$ cat src/rtl/ahb_flash_spi_engine_pkg.sv
// Shared definitions for the AHB flash SPI engine: register offsets, unlock key, shifter states.
package ahb_flash_spi_engine_pkg;

    localparam logic [2:0] KEY_OFF    = 3'd0;
    localparam logic [2:0] CS_OFF     = 3'd1;
    localparam logic [2:0] TX_OFF     = 3'd2;
    localparam logic [2:0] RX_OFF     = 3'd3;
    localparam logic [2:0] STATUS_OFF = 3'd4;
    localparam logic [2:0] ID_OFF     = 3'd5;

    localparam logic [31:0] KEY_VALUE = 32'hA5A8_5501;

    // LOW and HIGH differ in one bit so the decoded SCK stays clean between them.
    typedef enum logic [1:0] {
        ST_IDLE = 2'b00,
        ST_LOW  = 2'b01,
        ST_HIGH = 2'b11
    } spi_state_e;

endpackage

$ cat src/rtl/ahb_flash_spi_engine_spi_byte_shifter.sv
// SPI mode-0 byte shifter: MSB first, SCK half-period of CLK_DIV clocks, start/busy/done handshake.
module spi_byte_shifter
    import ahb_flash_spi_engine_pkg::*;
#(
    parameter int CLK_DIV = 2
) (
    input  logic       clk,
    input  logic       rst_n,
    input  logic       start,
    input  logic       abort,
    input  logic [7:0] tx_byte,
    input  logic       miso,
    output logic       sck,
    output logic       mosi,
    output logic       busy,
    output logic       done,
    output logic [7:0] rx_byte
);

    localparam logic [7:0] DIV_LAST = 8'(CLK_DIV - 1);

    spi_state_e state_q, state_d;
    logic [7:0] div_q;
    logic [2:0] bit_q;
    logic [7:0] tx_sr;
    logic [7:0] rx_sr;
    logic       div_end;

    assign div_end = (div_q == 8'd0);

    always_ff @(posedge clk or negedge rst_n) begin
        if (!rst_n) state_q <= ST_IDLE;
        else        state_q <= state_d;
    end

    always_comb begin
        state_d = state_q;
        done    = 1'b0;
        case (state_q)
            ST_IDLE: if (start) state_d = ST_LOW;
            ST_LOW:  if (div_end) state_d = ST_HIGH;
            ST_HIGH: begin
                if (div_end) begin
                    if (bit_q == 3'd0) begin
                        state_d = ST_IDLE;
                        done    = 1'b1;
                    end else begin
                        state_d = ST_LOW;
                    end
                end
            end
            default: state_d = ST_IDLE;
        endcase
        if (abort) begin
            state_d = ST_IDLE;
            done    = 1'b0;
        end
    end

    // Divider reloads on every state change so each SCK phase lasts exactly CLK_DIV clocks.
    always_ff @(posedge clk or negedge rst_n) begin
        if (!rst_n) begin
            div_q <= 8'd0;
            bit_q <= 3'd0;
        end else begin
            if (state_q == ST_IDLE || state_d != state_q) div_q <= DIV_LAST;
            else                                          div_q <= div_q - 8'd1;
            if (state_q == ST_IDLE)                             bit_q <= 3'd7;
            else if (state_q == ST_HIGH && state_d == ST_LOW)   bit_q <= bit_q - 3'd1;
        end
    end

    always_ff @(posedge clk) begin
        if (state_q == ST_IDLE && start)        tx_sr <= tx_byte;
        else if (state_q == ST_HIGH && div_end) tx_sr <= {tx_sr[6:0], 1'b0};
        if (state_q == ST_LOW && state_d == ST_HIGH) rx_sr <= {rx_sr[6:0], miso};
    end

    assign sck     = (state_q == ST_HIGH);
    assign busy    = (state_q != ST_IDLE);
    assign mosi    = busy & tx_sr[7];
    assign rx_byte = rx_sr;

endmodule

$ cat src/rtl/ahb_flash_spi_engine.sv
// AHB-Lite slave wrapping a hardware SPI byte shifter for serial-flash access over one bus write per byte.
module ahb_flash_spi_engine
    import ahb_flash_spi_engine_pkg::*;
#(
    parameter int          CLK_DIV = 2,
    parameter logic [31:0] MAGIC   = 32'h5350_4945
) (
    input  logic        HCLK,
    input  logic        HRESETn,
    input  logic        HSEL,
    input  logic        HREADY,
    input  logic [1:0]  HTRANS,
    input  logic        HWRITE,
    input  logic [2:0]  HSIZE,
    input  logic [31:0] HADDR,
    input  logic [31:0] HWDATA,
    output logic        HREADYOUT,
    output logic [31:0] HRDATA,
    output logic        fm_sck,
    output logic        fm_ce_n,
    input  logic [3:0]  fm_din,
    output logic [3:0]  fm_dout,
    output logic [3:0]  fm_douten
);

    logic       vld_p1;
    logic       write_p1;
    logic [2:0] addr_p1;
    logic       en;
    logic       cs_q;
    logic [7:0] rxdata;

    logic       busy, done, mosi, sck;
    logic [7:0] rx_byte;
    logic       stall_reg, wr_fire, key_wr, start, abort;
    logic [31:0] rdata;
    logic       unused_bits;

    assign unused_bits = ^{HSIZE, HADDR[31:5], HADDR[1:0], fm_din[3:2], fm_din[0]};

    // Address phase -> data phase boundary
    always_ff @(posedge HCLK or negedge HRESETn) begin
        if (!HRESETn) begin
            vld_p1   <= 1'b0;
            write_p1 <= 1'b0;
            addr_p1  <= 3'd0;
        end else if (HREADY) begin
            vld_p1   <= HSEL & HTRANS[1];
            write_p1 <= HWRITE;
            addr_p1  <= HADDR[4:2];
        end
    end

    // CS, TXDATA and RXDATA wait for the byte in flight so CS can never move mid-byte.
    assign stall_reg = (addr_p1 == CS_OFF) || (addr_p1 == TX_OFF) || (addr_p1 == RX_OFF);
    assign HREADYOUT = !(vld_p1 && stall_reg && busy);
    assign wr_fire   = vld_p1 && write_p1 && HREADYOUT;
    assign key_wr    = wr_fire && (addr_p1 == KEY_OFF);
    assign start     = wr_fire && (addr_p1 == TX_OFF) && en;
    assign abort     = key_wr && (HWDATA != KEY_VALUE);

    always_ff @(posedge HCLK or negedge HRESETn) begin
        if (!HRESETn) begin
            en     <= 1'b0;
            cs_q   <= 1'b1;
            rxdata <= 8'd0;
        end else begin
            if (key_wr)                           en     <= (HWDATA == KEY_VALUE);
            if (wr_fire && (addr_p1 == CS_OFF))   cs_q   <= HWDATA[0];
            if (done)                             rxdata <= rx_byte;
        end
    end

    always_comb begin
        rdata  = 32'd0;
        HRDATA = 32'd0;
        case (addr_p1)
            KEY_OFF:    rdata = {31'd0, en};
            CS_OFF:     rdata = {31'd0, cs_q};
            RX_OFF:     rdata = {24'd0, rxdata};
            STATUS_OFF: rdata = {30'd0, en, busy};
            ID_OFF:     rdata = MAGIC;
            default:    rdata = 32'd0;
        endcase
        if (vld_p1 && !write_p1) HRDATA = rdata;
    end

    spi_byte_shifter #(.CLK_DIV(CLK_DIV)) u_shifter (
        .clk     (HCLK),
        .rst_n   (HRESETn),
        .start   (start),
        .abort   (abort),
        .tx_byte (HWDATA[7:0]),
        .miso    (fm_din[1]),
        .sck     (sck),
        .mosi    (mosi),
        .busy    (busy),
        .done    (done),
        .rx_byte (rx_byte)
    );

    assign fm_sck    = sck;
    assign fm_ce_n   = cs_q;
    assign fm_dout   = {3'b000, mosi};
    assign fm_douten = {3'b000, en};

endmodule

$ cat config.mk
export PLATFORM = sky130hd
export DESIGN_NAME = ahb_flash_spi_engine
export DESIGN_NICKNAME = d
export VERILOG_FILES = /design/src/rtl/ahb_flash_spi_engine_pkg.sv /design/src/rtl/ahb_flash_spi_engine_spi_byte_shifter.sv /design/src/rtl/ahb_flash_spi_engine.sv
export SDC_FILE = /design/constraint.sdc
export NUM_CORES = 1
export LEC_CHECK = 0
export ABC_CLOCK_PERIOD_IN_PS = 4480
export BUFFER_PORTS_ARGS = -buffer_cell sky130_fd_sc_hd__buf_2
export CORE_ASPECT_RATIO = 0.6
export CORE_MARGIN = 2
export CORE_UTILIZATION = 49
export CTS_BUF_LIST = sky130_fd_sc_hd__clkbuf_16
export DETAILED_ROUTE_END_ITERATION = 10
export PLACE_DENSITY = 0.84
export REMOVE_ABC_BUFFERS = 1
export SKIP_CTS_REPAIR_TIMING = 1
export SLEW_MARGIN = 20
export SYNTH_ARGS = -nofsm -noshare
export SYNTH_HDL_FRONTEND = slang
export SYNTH_HIERARCHICAL = 1
export SYNTH_SLANG_ARGS = --single-unit
$ cat constraint.sdc
create_clock -name HCLK -period 4.48 [get_ports HCLK]
set_input_delay 0.896 -clock HCLK [delete_from_list [all_inputs] [get_ports HCLK]]
set_output_delay 0.896 -clock HCLK [all_outputs]
set_load 0.01 [all_outputs]
==> flow_summary_export.csv <==
group,metric,value,unit
sta,min_period,3.07,ns
pwr,power.net_switching,0.000370,W
grt,grt_remaining_overflow,0,
sta,final_layout_setup_total_negative_slack,0,ns
pwr,ratio_of_total_power_to_cell_area,436,nW/um2
logic_synthesis,synth_area_leader_cell,"sky130_fd_sc_hd__dfrtp_1",
critical_path,cp_max_fo,8,
route,detail_route.wl_per_cell,14.0,um
floorplanning,floorplan.die.height,58.5,um
logic_synthesis,yosys_register_bits,44,
final_layout,nNetsFinal,352,
worst_hold_path,holdPathStages,0,
floorplanning,num_rows,19,
placement,dpl.hpwl,3.50,mm
final_layout,post_route_cells_drive_above_1_share,36.0,%
critical_path,startpoint_type,"flip-flop",
clock_tree,clock_tree.root_cell,"sky130_fd_sc_hd__clkbuf_16",
pwr,worst_ir_drop_vdd,0.317,mV
route,drt_wl_total,4.68,mm
clock_tree,cts_inserted_buffers,5,
floorplanning,start_util,52.1,%
sta,headroom_to_the_max_slew_limit,45.0,%
pwr,combinationalPowerShare,24.3,%
route,post_drt_via_cell_ratio,5.21,
sta,timing_worst_slew_pin_value,0.820,ns
route,dr.first_iter.drc_count,55,
placement,numPortBuffers,63,
clock_tree,tritoncts_clock_tree,"done",
sta,finClkSkew,0.00283,ns
sta,layout_worst_path_cycle_share,68.6,%
clock_tree,clk_path_buf_depth,2,
sta,rsz0062_at_grt,"false",
clock_tree,ctsHtreeMaxLevel,2,
outcome,outcome,"finished, final reports clean",
worst_hold_path,hold_path.class,"reg2reg",
logic_synthesis,synth_top_cells_by_area,"sky130_fd_sc_hd__dfrtp_1 (28%), sky130_fd_sc_hd__edfxtp_1 (20%), sky130_fd_sc_hd__buf_4 (9.6%)",
route,drtAntennaViolNets,0,
sta,hold_viol_final,0,
logic_synthesis,postSynth.asyncResetShare,63.6,%
floorplanning,core_region_area,4660,um2
grt,grt_pass1_wl,7.41,mm
grt,grt_pass1_vias,1585,
logic_synthesis,yosysWarnings,6,
logic_synthesis,synth_seq_area_share,48.7,%
logic_synthesis,post_synth_num_cell_types,50,
critical_path,cp.arrival,2.99,ns
critical_path,rr_worst_depth,5,
pwr,switching_share,30.2,%
clock_tree,clock_sink_count,44,
critical_path,cp_slowest_cell,"sky130_fd_sc_hd__a2111oi_1",
sta,max_freq,325,MHz
route,drt_first_pass_iters,4,
final_layout,area_growth,15.9,%
grt,number_of_antenna_violations_at_the_first_check_in_global_routing,0,
logic_synthesis,post_synth_edffs,16,
critical_path,timing.critical_path.cells,"nor2_1 -> inv_1 -> a2111oi_1 -> nand2_1 -> o21ai_1",
sta,final-setup-viol-count,0,
pwr,p_leak,1.31,nW
critical_path,slowest_delay,0.75,ns
pwr,clock_power_share,33.0,%
logic_synthesis,post-synth-top-area-fraction,27.8,%
logic_synthesis,synth_top_flop_cell,"sky130_fd_sc_hd__dfrtp_1",
placement,place_area,2650,um2
grt,grt_use_total,18.0,%
floorplanning,design.portCount,121,
final_layout,final_area,2810,um2
critical_path,timing.setup.critical_path_class,"reg2reg",
clock_tree,clk_latency,0.28,ns
pwr,cell_internal_pwr,0.000856,W
floorplanning,floorplan.die.width,94.9,um
logic_synthesis,synthesis.area,2430,um2
critical_path,element_type_at_the_critical_path_end,"flip-flop",
logic_synthesis,avgSynthCellArea,11.3,um2
logic_synthesis,synthesis.instances,215,
final_layout,antenna_cells_inserted,0,
sta,maxSlewViolCount,0,
route,post-route-drc-count,0,
grt,pin_count_of_the_biggest_net_entering_global_routing,29,
placement,final_gp_congestion,0.820,
clock_tree,clock_pin_slew_on_the_worst_setup_and_hold_paths,0.06,ns
route,dr_total_vias,1747,
pwr,seq_power_share,42.8,%
critical_path,crit_required,4.40,ns
floorplanning,die-area,5550,um2
run,max_cap_violations,0,
[final cells by class]
type                            count  area (um2)
Timing Repair Buffer               65         330
Clock buffer                        5         125
Tap cell                           63        78.8
Fill cell                         400        1850
Clock inverter                      3        38.8
Multi-Input combinational cell    145        1020
Inverter                           10        37.5
Sequential cell                    44        1180
[metrics by stage]
step | util [%] | worst slack (ns) | std cells | hold WS, ns | power, W
floorplan | - | 1.41 | 199 | 0.420 | 0.000730
global placement | 56.9 | 1.57 | 327 | 0.427 | 0.000814
detailed placement | 56.9 | 1.47 | 327 | 0.437 | 0.000825
CTS | 60.4 | 1.43 | 335 | 0.451 | 0.00123
global route | 60.4 | 1.27 | 335 | 0.464 | 0.00131
finish | 60.4 | 1.41 | 335 | 0.448 | 0.00123
[power groups by stage]
| stage | Clock, W | Combinational (W) | Sequential (W) |
|---|---|---|---|
| floorplan | 0 | 0.000211 | 0.000519 |
| global placement | 0 | 0.000286 | 0.000528 |
| detailed placement | 0 | 0.000295 | 0.000530 |
| CTS | 0.000415 | 0.000296 | 0.000524 |
| global route | 0.000437 | 0.000333 | 0.000535 |
| finish | 0.000404 | 0.000298 | 0.000525 |
[cell usage after synthesis, types with 3 or more instances]
cell                       count
sky130_fd_sc_hd__buf_4        31
sky130_fd_sc_hd__nor2_1       10
sky130_fd_sc_hd__edfxtp_1     16
sky130_fd_sc_hd__mux2_2       18
sky130_fd_sc_hd__nand3_1       6
sky130_fd_sc_hd__o21ai_0       6
sky130_fd_sc_hd__nand2b_1      4
sky130_fd_sc_hd__ha_1          3
sky130_fd_sc_hd__and2_1        6
sky130_fd_sc_hd__nor4b_1       6
sky130_fd_sc_hd__inv_1         9
sky130_fd_sc_hd__xnor2_1       3
sky130_fd_sc_hd__dfrtp_1      27
sky130_fd_sc_hd__nand2_1       7
sky130_fd_sc_hd__a21oi_1       9
sky130_fd_sc_hd__or3_1         4
sky130_fd_sc_hd__nor4bb_1      4
sky130_fd_sc_hd__nor3_1        4
[worst max-delay path, delay by kind of cell (launching register included)]
family                 cells  cell delay (ns)
AOI/OAI and AO/OA          2             1.33
buffers and inverters      1             0.21
DFF                        1             0.46
and+or+nand+nor            2             0.69
[registers in the layout, indices dropped and copies added (netlist names)]
register / cells
u_shifter/state_q: 2
write_p1: 1
en: 1
rxdata: 8
u_shifter/rx_byte: 8
fm_ce_n: 1
u_shifter/bit_q: 3
u_shifter/tx_sr: 8
vld_p1: 1
addr_p1: 3
u_shifter/div_q: 8
[cells in the final DEF (no fill, tap or decap), drive strengths merged, types with 2 or more instances in the layout]
cell type | synthesis | layout
buf | 34 | 65
dfrtp | 27 | 27
conb | 1 | 21
mux2 | 20 | 20
edfxtp | 16 | 16
inv | 10 | 11
nor2 | 10 | 10
a21oi | 9 | 9
nand2 | 7 | 7
nor4b | 7 | 7
o21ai | 7 | 7
and2 | 6 | 6
nand3 | 6 | 6
clkbuf | 2 | 5
nor3 | 4 | 4
nand2b | 4 | 4
nor4bb | 4 | 4
or3 | 4 | 4
xnor2 | 3 | 3
ha | 3 | 3
nand3b | 3 | 3
nor2b | 3 | 3
or4 | 3 | 3
nand4b | 2 | 2
nand4 | 2 | 2
o31ai | 2 | 2
mux2i | 2 | 2
or2 | 2 | 2
[metal layers]
layer	track usage [%]	vias up	share of wire (%)
met1	24.4	838	46
met4	5.18	0	0.64
met5	0	-	0
met2	26.8	72	45
met3	7.55	6	8.8
li1	-	831	-
[worst paths after layout]
| check | start | endpoint | slack (ns) |
|---|---|---|---|
| setup / recovery | u_shifter/state_q[1] | u_shifter/tx_sr[2] | 1.41 |
| hold / removal | u_shifter/rx_byte[6] | u_shifter/rx_byte[7] | 0.45 |
| setup reg to reg | u_shifter/state_q[1] | u_shifter/tx_sr[2] | 1.41 |
| hold reg to reg | u_shifter/rx_byte[6] | u_shifter/rx_byte[7] | 0.45 |
| max in group asynchronous | HRESETn | u_shifter/div_q[1] | 3.44 |
| min in group asynchronous | HRESETn | rxdata[5] | 0.63 |
[logic make-up after synthesis]
logic type / Yosys count / share of synthesized area [%]
and+or+nand+nor: 71 / 19.6
buffers and inverters: 46 / 12.3
DFF: 44 / 48.7
AOI/OAI and AO/OA: 25 / 6.44
muxes: 22 / 10.1
adders and majority gates: 3 / 1.55
xor gates and xnor gates: 3 / 1.08
other: 1 / 0.154
(Power assumes the default switching activity.)
